--- src/rtl/pattern_pkg.sv ---
// Shared definitions for the pattern generator: state encoding, default
// symbols and repetition-counter width.
package pattern_pkg;

  localparam int CNT_W = 4;
  localparam int SYM_W = 9;

  localparam logic [SYM_W-1:0] DEF_SYM_A = 9'd3;
  localparam logic [SYM_W-1:0] DEF_SYM_B = 9'd9;
  localparam logic [SYM_W-1:0] DEF_FILL  = 9'd0;

  typedef enum logic [2:0] {
    ST_IDLE = 3'd0,
    ST_P0   = 3'd1,
    ST_P1   = 3'd2,
    ST_P2   = 3'd3,
    ST_P3   = 3'd4,
    ST_GAP  = 3'd5,
    ST_FIN  = 3'd6
  } state_t;

endpackage

--- src/rtl/pattern_rep_counter.sv ---
// Repetition down-counter: loaded at burst start, decremented once per
// completed pattern; flags when empty and when on the final repetition.
module pattern_rep_counter
  import pattern_pkg::*;
(
  input  logic             clk,
  input  logic             rst_n,
  input  logic             load,
  input  logic             dec,
  input  logic             clear,
  input  logic [CNT_W-1:0] load_val,
  output logic             zero,
  output logic             last
);

  logic [CNT_W-1:0] cnt;

  always_ff @(posedge clk) begin
    if (!rst_n) begin
      cnt <= '0;
    end else if (clear) begin
      cnt <= '0;
    end else if (load) begin
      cnt <= load_val;
    end else if (dec && !zero) begin
      cnt <= cnt - CNT_W'(1);
    end
  end

  assign zero = (cnt == '0);
  assign last = (cnt == CNT_W'(1));

endmodule

--- src/rtl/pattern_generator3393.sv ---
// Burst pattern generator emitting SYM_A,SYM_A,SYM_B,SYM_A per repetition.
// Define PATTERN_GAP_EN to insert one FILL symbol (valid) between repetitions.
//
// state | meaning
// IDLE  | waiting for start, outputs FILL
// P0    | emit SYM_A, first symbol of a repetition
// P1    | emit SYM_A
// P2    | emit SYM_B
// P3    | emit SYM_A, last symbol; repetition counted on acceptance
// GAP   | emit FILL with valid between repetitions (PATTERN_GAP_EN only)
// FIN   | one-cycle done pulse, then IDLE
module pattern_generator3393
  import pattern_pkg::*;
#(
  parameter logic [SYM_W-1:0] SYM_A = DEF_SYM_A,
  parameter logic [SYM_W-1:0] SYM_B = DEF_SYM_B,
  parameter logic [SYM_W-1:0] FILL  = DEF_FILL
) (
  input  logic             clk,
  input  logic             rst_n,
  input  logic             start,
  input  logic [CNT_W-1:0] count,
  input  logic             abort,
  input  logic             ready,
  output logic [SYM_W-1:0] data_out,
  output logic             valid,
  output logic             busy,
  output logic             done,
  output logic [2:0]       state
);

  state_t state_q, state_n;
  logic   rep_load, rep_dec, rep_clear;
  logic   rep_zero, rep_last;

  pattern_rep_counter u_rep_counter (
    .clk      (clk),
    .rst_n    (rst_n),
    .load     (rep_load),
    .dec      (rep_dec),
    .clear    (rep_clear),
    .load_val (count),
    .zero     (rep_zero),
    .last     (rep_last)
  );

  always_ff @(posedge clk) begin
    if (!rst_n) begin
      state_q <= ST_IDLE;
    end else begin
      state_q <= state_n;
    end
  end

  always_comb begin
    state_n  = state_q;
    rep_load = 1'b0;
    rep_dec  = 1'b0;
    case (state_q)
      ST_IDLE: begin
        if (start && !abort) begin
          rep_load = 1'b1;
          state_n  = (count != '0) ? ST_P0 : ST_FIN;
        end
      end
      ST_P0: if (ready) state_n = ST_P1;
      ST_P1: if (ready) state_n = ST_P2;
      ST_P2: if (ready) state_n = ST_P3;
      ST_P3: begin
        if (ready) begin
          rep_dec = 1'b1;
          // zero is a guard only; a running burst always holds count >= 1
          if (rep_last || rep_zero) begin
            state_n = ST_FIN;
          end else begin
`ifdef PATTERN_GAP_EN
            state_n = ST_GAP;
`else
            state_n = ST_P0;
`endif
          end
        end
      end
`ifdef PATTERN_GAP_EN
      ST_GAP: if (ready) state_n = ST_P0;
`endif
      ST_FIN:  state_n = ST_IDLE;
      default: state_n = ST_IDLE;
    endcase
    // abort overrides every other request once a burst is running
    if (abort && state_q != ST_IDLE) begin
      state_n = ST_IDLE;
      rep_dec = 1'b0;
    end
  end

  assign rep_clear = abort && (state_q != ST_IDLE);

  always_comb begin
    data_out = FILL;
    valid    = 1'b0;
    case (state_q)
      ST_P0, ST_P1, ST_P3: begin
        data_out = SYM_A;
        valid    = 1'b1;
      end
      ST_P2: begin
        data_out = SYM_B;
        valid    = 1'b1;
      end
`ifdef PATTERN_GAP_EN
      ST_GAP: begin
        data_out = FILL;
        valid    = 1'b1;
      end
`endif
      default: begin
        data_out = FILL;
        valid    = 1'b0;
      end
    endcase
  end

  assign busy  = (state_q != ST_IDLE);
  assign done  = (state_q == ST_FIN);
  assign state = state_q;

endmodule

--- config.mk ---
export PLATFORM = sky130hd
export DESIGN_NAME = pattern_generator3393
export DESIGN_NICKNAME = d
export VERILOG_FILES = /design/src/rtl/pattern_pkg.sv /design/src/rtl/pattern_rep_counter.sv /design/src/rtl/pattern_generator3393.sv
export SDC_FILE = /design/constraint.sdc
export NUM_CORES = 1
export LEC_CHECK = 0
export CAP_MARGIN = 25
export CORE_MARGIN = 8
export CORE_UTILIZATION = 30
export DETAILED_ROUTE_END_ITERATION = 8
export SLEW_MARGIN = 20
export SYNTH_ARGS = -nofsm -noshare
export SYNTH_HDL_FRONTEND = slang
export SYNTH_SLANG_ARGS = --single-unit
--- constraint.sdc ---
create_clock -name clk -period 4 [get_ports clk]
set_clock_uncertainty 0.1 [all_clocks]
set_input_delay 0.8 -clock clk [delete_from_list [all_inputs] [get_ports clk]]
set_output_delay 0.8 -clock clk [all_outputs]
set_load 0.05 [all_outputs]
==> results of run 1 <==
==> kinds of logic after synthesis <==
| kind of cell | Yosys count | synth area share, % |
|---|---|---|
| compound gates | 17 | 18.9 |
| xor+xnor | 4 | 5.70 |
| fa+ha+maj | 3 | 6.11 |
| buf+inv | 14 | 14.7 |
| flops | 7 | 22.8 |
| mux | 1 | 1.83 |
| other cells | 1 | 0.610 |
| simple gates | 32 | 29.3 |
==> worst max path at each step <==
stage	end	slack, ps	cells past startpoint
floorplan	data_out[0]	550	3
global placement	data_out[0]	890	4
detailed placement	data_out[0]	810	4
CTS	data_out[0]	550	4
global route	data_out[0]	360	4
finish	data_out[0]	570	4
==> cell usage in the layout, fill, tap and decap left out, drive strengths merged, types with 4 or more instances in the layout <==
| cell | Yosys | routed |
|---|---|---|
| clkdlybuf4s50 | 0 | 17 |
| nor2 | 7 | 7 |
| dfxtp | 7 | 7 |
| conb | 1 | 6 |
| inv | 5 | 5 |
| nand2 | 4 | 4 |
| clkbuf | 1 | 4 |
==> per-layer routing <==
layer  vias up  GRT usage, %
li1        303             -
met1       284          9.68
met2        27          13.6
met3         3          3.55
met4         0          2.66
met5         -             0
==> worst max-delay path: cells and delay by family (launching register included) <==
family | cells | cell delay, ps
simple gates | 2 | 690
buf+inv | 1 | 790
flops | 1 | 580
compound gates | 1 | 220
==> state kept, by name, indices dropped and copies added, names as in the netlist <==
signal,cells
state,3
u_rep_counter.cnt,4
==> final cells by class <==
type / count / area share [%]
sequential: 7 / 17.7
timing repair buffer: 17 / 21.5
inverter: 5 / 2.37
tap: 27 / 4.27
clock buffer: 4 / 3.32
multi-input combinational: 63 / 50.9
==> power by group through the flow <==
stage	sequential, mW	clock [mW]	combinational (mW)
4_1_cts	0.0801	0.0647	0.0946
3_3_place_gp	0.0815	0	0.0936
2_1_floorplan	0.0834	0	0.0717
6_report	0.0802	0.0620	0.0946
5_1_grt	0.0810	0.0676	0.102
3_5_place_dp	0.0816	0	0.0944
==> through the flow <==
| stage | setup slack, ps | cells | utilization, % | cell area (µm²) | total power, mW |
|---|---|---|---|---|---|
| floorplan | 553 | 84 | - | 633 | 0.155 |
| global placement | 886 | 119 | 39.4 | 766 | 0.175 |
| detailed placement | 815 | 119 | 39.4 | 766 | 0.176 |
| CTS | 546 | 123 | 40.8 | 792 | 0.239 |
| global route | 360 | 123 | 40.8 | 792 | 0.251 |
| finish | 574 | 123 | 40.8 | 792 | 0.237 |
==> flow_metrics.env, run 1 <==
export IMPL_top_layer_used="met4"
export IMPL_clkPwrFrac_pct=26.2
export IMPL_io_buffers=17
export IMPL_cts_resized_gates=0
export IMPL_avgRoutedWirePerCell_um=12.3
export IMPL_clock_root_buffer="clkbuf_4"
export IMPL_nNetsFinal=109
export IMPL_io_pins=24
export IMPL_fin_crit_ps=3430
export IMPL_wl_met3_um=140
export IMPL_required_ps=3100
export IMPL_drtPass1Iterations=4
export IMPL_maxSlewViolCount=0
export IMPL_cp_start_kind="register"
export IMPL_antenna_found_initial=0
export IMPL_p_switching_uw=89.8
export IMPL_drc=0
export IMPL_swShare_pct=37.9
export IMPL_ys_ff_latch=7
export IMPL_cts_setup_buffers=0
export IMPL_period_share_pct=85.7
export IMPL_dieWidth_um=61.3
export IMPL_hold_viol=0
export IMPL_synth_cell_types=36
export IMPL_max_freq_ghz=0.292
export IMPL_cts_hold_buf=0
export IMPL_cts_buffers=3
export IMPL_seqPwrFrac_pct=33.9
export IMPL_r2r_start="state[2]"
export IMPL_route_met2_wl_um=678
export IMPL_first_iter_violations=14
export IMPL_rsz0062_at_grt="false"
export IMPL_timing_critical_path_slowest_stage_cell="clkdlybuf4s50_1"
export IMPL_core_area_um2=1940
export IMPL_cts_reportedPaths_clkPinSlew_ps=50
export IMPL_synth_area_leaders="dfxtp_1 (23%), buf_4 (7.3%), ha_1 (6.1%)"
export IMPL_gp_congestion=0.869
export IMPL_yosys_area_top_type="dfxtp_1"
export IMPL_grt_use_total_pct=8.39
export IMPL_whs_ps=504
export IMPL_cpPeakStageDelay_ps=790
export IMPL_peakVddDrop_mv=0.139
export IMPL_hold_class="register to register"
export IMPL_synth_flop_cell="dfxtp_1"
export IMPL_outcome="completed"
export IMPL_hold_path_startpoint="u_rep_counter.cnt[3]"
export IMPL_yosys_warnings=0
export IMPL_grt_pass1_vias=585
export IMPL_min_to="u_rep_counter.cnt[3]"
export IMPL_syn_to_final_growth_pct=28.9
export IMPL_synth_area_per_cell_um2=7.78
export IMPL_path_cells="nor3b_1 > o21bai_1 > or2_2 > clkdlybuf4s50_1"
export IMPL_drt_met1_wl_um=681
export IMPL_r2r_end="u_rep_counter.cnt[1]"
export IMPL_rows=16
export IMPL_synth_edf_count=0
export IMPL_seqCellArea_um2=140
export IMPL_htreeDepth=1
export IMPL_final_layout_size_suffix_gt1_share_pct=8.33
export IMPL_crit_arrival_ps=2530
export IMPL_synth_common_cells="dfxtp_1 (7), nor2_1 (7), buf_4 (6), inv_1 (5), nand2_1 (4)"
export IMPL_crit_start="state[2]"
export IMPL_clock_sinks=7
export IMPL_multi_input_area_um2=403
export IMPL_cts_tree="yes"
export IMPL_yosysTopAreaCellShare_pct=22.8
export IMPL_r2r_setup_slack_ps=2060
export IMPL_grt_pass1_wl_mm=2.41
export IMPL_overflow=0
export IMPL_ant_nets=0
export IMPL_min_path_cells=2
export IMPL_grt_max_degree=16
export IMPL_path_max_fanout=15
export IMPL_seq_area_frac_synth_pct=22.8
export IMPL_worstSetupEndpointType="primary output"
export IMPL_cts_buffer_depth=2
export IMPL_slew_headroom_pct=56.2
export IMPL_wirelength_mm=1.51
export IMPL_combPwrFrac_pct=39.9
export IMPL_syn_inst=79
export IMPL_die_h_um=61.3
export IMPL_vias_per_cell=5.02
export IMPL_max_slew_worst_pin_slew_ps=651
export IMPL_leakagePower_nw=0.290
export IMPL_finalSetupViolCount=0
export IMPL_cell_internal_pwr_uw=147
export IMPL_maxCapViolCount=0
export IMPL_vias=617
export IMPL_fillers=211
export IMPL_start_util_pct=31.6
export IMPL_die_area_um2=3750
export IMPL_syn_cell_area_um2=614
export IMPL_antenna_cells=0
export IMPL_clk_latency_ps=250
export IMPL_ys_async_sr_fraction_pct=0
export IMPL_dp_hpwl_mm=1.25
export IMPL_crit_type="register to primary output"
export IMPL_reg2reg_depth=4
export IMPL_setup_tns_final_ps=0
export IMPL_p_per_area_nw_per_um2=299
No activity file was read; power rests on OpenSTA's default activity.
==> run 2: changes to the inputs <==
--- a/config.mk
+++ b/config.mk
@@ -7,8 +7,10 @@
 export LEC_CHECK = 0
 export CAP_MARGIN = 25
 export CORE_MARGIN = 8
-export CORE_UTILIZATION = 30
+export CORE_UTILIZATION = 40
+export CTS_CLUSTER_SIZE = 30
 export DETAILED_ROUTE_END_ITERATION = 8
+export PLACE_DENSITY = 0.74
 export SLEW_MARGIN = 20
 export SYNTH_ARGS = -nofsm -noshare
 export SYNTH_HDL_FRONTEND = slang
==> constraint.sdc (replaced) <==
create_clock -name clk -period 3.5 [get_ports clk]
set_clock_uncertainty 0.1 [all_clocks]
set_input_delay 0.7 -clock clk [delete_from_list [all_inputs] [get_ports clk]]
set_output_delay 0.7 -clock clk [all_outputs]
set_load 0.05 [all_outputs]
==> run 2 against run 1 <==
  * Critical path depth unchanged
  * Final area decreased by 0.79%
  * Power increased by 17%
  * Critical endpoint is now valid
  * First-iteration DRC count fell by 7.1%
  * Routed wire length is 2.4% lower
  * Global-route usage up 2.2 points
  * Clock power increased by 23%
==> flow_metrics.env, run 2 (synthesis gave the netlist of run 1 again) <==
export IMPL_setup_tns_final_ps=0
export IMPL_final_layout_size_suffix_gt1_share_pct=9.28
export IMPL_dp_hpwl_mm=1.19
export IMPL_final_common_cell="clkdlybuf4s50_1"
export IMPL_rows=14
export IMPL_required_ps=2700
export IMPL_die_area_um2=3050
export IMPL_nNetsFinal=110
export IMPL_gp_congestion=0.799
export IMPL_clock_root_buffer="clkbuf_4"
export IMPL_cts_reportedPaths_clkPinSlew_ps=60
export IMPL_grt_pass1_wl_mm=2.32
export IMPL_overflow=0
export IMPL_syn_to_final_growth_pct=27.9
export IMPL_antenna_cells=0
export IMPL_vias=585
export IMPL_largest_reg_flops=4
export IMPL_avgRoutedWirePerCell_um=13.0
export IMPL_outcome="completed"
export IMPL_cp_start_kind="register"
export IMPL_seqCellArea_um2=140
export IMPL_crit_type="register to primary output"
export IMPL_leakagePower_nw=0.296
export IMPL_drtPass1Iterations=4
export IMPL_first_iter_violations=13
export IMPL_maxCapViolCount=0
export IMPL_htreeDepth=1
export IMPL_fin_crit_ps=3050
export IMPL_path_max_fanout=15
export IMPL_p_per_area_nw_per_um2=352
export IMPL_rsz0062_at_grt="false"
export IMPL_grt_pass1_vias=517
export IMPL_crit_arrival_ps=2250
export IMPL_layout_common_cells="clkdlybuf4s50_1 (17), nor2_1 (7), dfxtp_1 (7)"
export IMPL_hold_viol=0
export IMPL_grt_use_total_pct=10.6
export IMPL_period_share_pct=87.3
export IMPL_peakVddDrop_mv=0.176
export IMPL_regMostFlops="u_rep_counter.cnt"
export IMPL_max_freq_ghz=0.327
export IMPL_postLayoutCoreUtil_pct=53.4
export IMPL_antenna_found_initial=0
export IMPL_cts_resized_gates=0
export IMPL_grt_max_degree=16
export IMPL_slew_headroom_pct=62.1
export IMPL_ant_nets=0
export IMPL_power_uw=276
export IMPL_clk_latency_ps=250
export IMPL_die_h_um=55.2
export IMPL_fillers=138
export IMPL_cts_buffer_depth=2
export IMPL_finalSetupViolCount=0
export IMPL_clock_sinks=7
export IMPL_wirelength_mm=1.47
export IMPL_hold_class="register to register"
export IMPL_maxSlewViolCount=0
export IMPL_io_pins=24
export IMPL_core_area_um2=1470
export IMPL_max_slew_worst_pin_slew_ps=563
export IMPL_multi_input_area_um2=403
export IMPL_start_util_pct=41.8
export IMPL_cts_tree="yes"
export IMPL_cts_buffers=3
export IMPL_dieWidth_um=55.2
export IMPL_cts_setup_buffers=0
export IMPL_drc=0
export IMPL_worstSetupEndpointType="primary output"
export IMPL_io_buffers=17
export IMPL_cts_hold_buf=0
export IMPL_vias_per_cell=5.18
## run 2: area by class of cell
| type | instances | share of cell area, % |
|---|---|---|
| Clock buffer | 4 | 3.34 |
| Inverter | 5 | 2.39 |
| Multi-Input combinational cell | 63 | 51.3 |
| Sequential cell | 7 | 17.8 |
| Tap cell | 16 | 2.55 |
| Timing Repair Buffer | 18 | 22.6 |
## run 2: per-stage QoR
| step | instances | hold slack [ps] | setup slack (ps) | instance area, µm² |
|---|---|---|---|---|
| 2_1_floorplan | 84 | 464 | 153 | 633 |
| 3_3_place_gp | 109 | 491 | 815 | 759 |
| 3_5_place_dp | 109 | 492 | 753 | 759 |
| 4_1_cts | 113 | 500 | 462 | 786 |
| 5_1_grt | 113 | 541 | 307 | 786 |
| 6_report | 113 | 497 | 446 | 786 |
## run 2: where the power goes
part           internal (mW)  leakage, nW  switching (mW)
combinational         0.0398        0.224          0.0681
sequential            0.0847       0.0572         0.00740
clock                 0.0437       0.0150          0.0328
## run 2: layer usage
layer / routed length, µm / share of wire [%] / global-route usage (%)
met2: 652 / 44 / 16.0
met3: 143 / 9.7 / 4.28
met1: 665 / 45 / 12.9
met4: 13 / 0.88 / 4.80
met5: 0 / 0 / 0
## run 2: path summary, 6_finish.rpt
kind	from	slack, ps	endpoint	depth (start not counted)
worst min-delay path	u_rep_counter.cnt[3]	500	u_rep_counter.cnt[3]	2
worst max register to register	state[2]	1550	u_rep_counter.cnt[1]	4
worst min register to register	u_rep_counter.cnt[3]	500	u_rep_counter.cnt[3]	2
worst max-delay path	state[2]	450	valid	4
## run 2: worst max-delay path, cell delays in order (launching register included)
cell and delay [ps]:
dfxtp_1 590, nor3b_1 310, o21bai_1 180, or2_2 130, clkdlybuf4s50_1 790
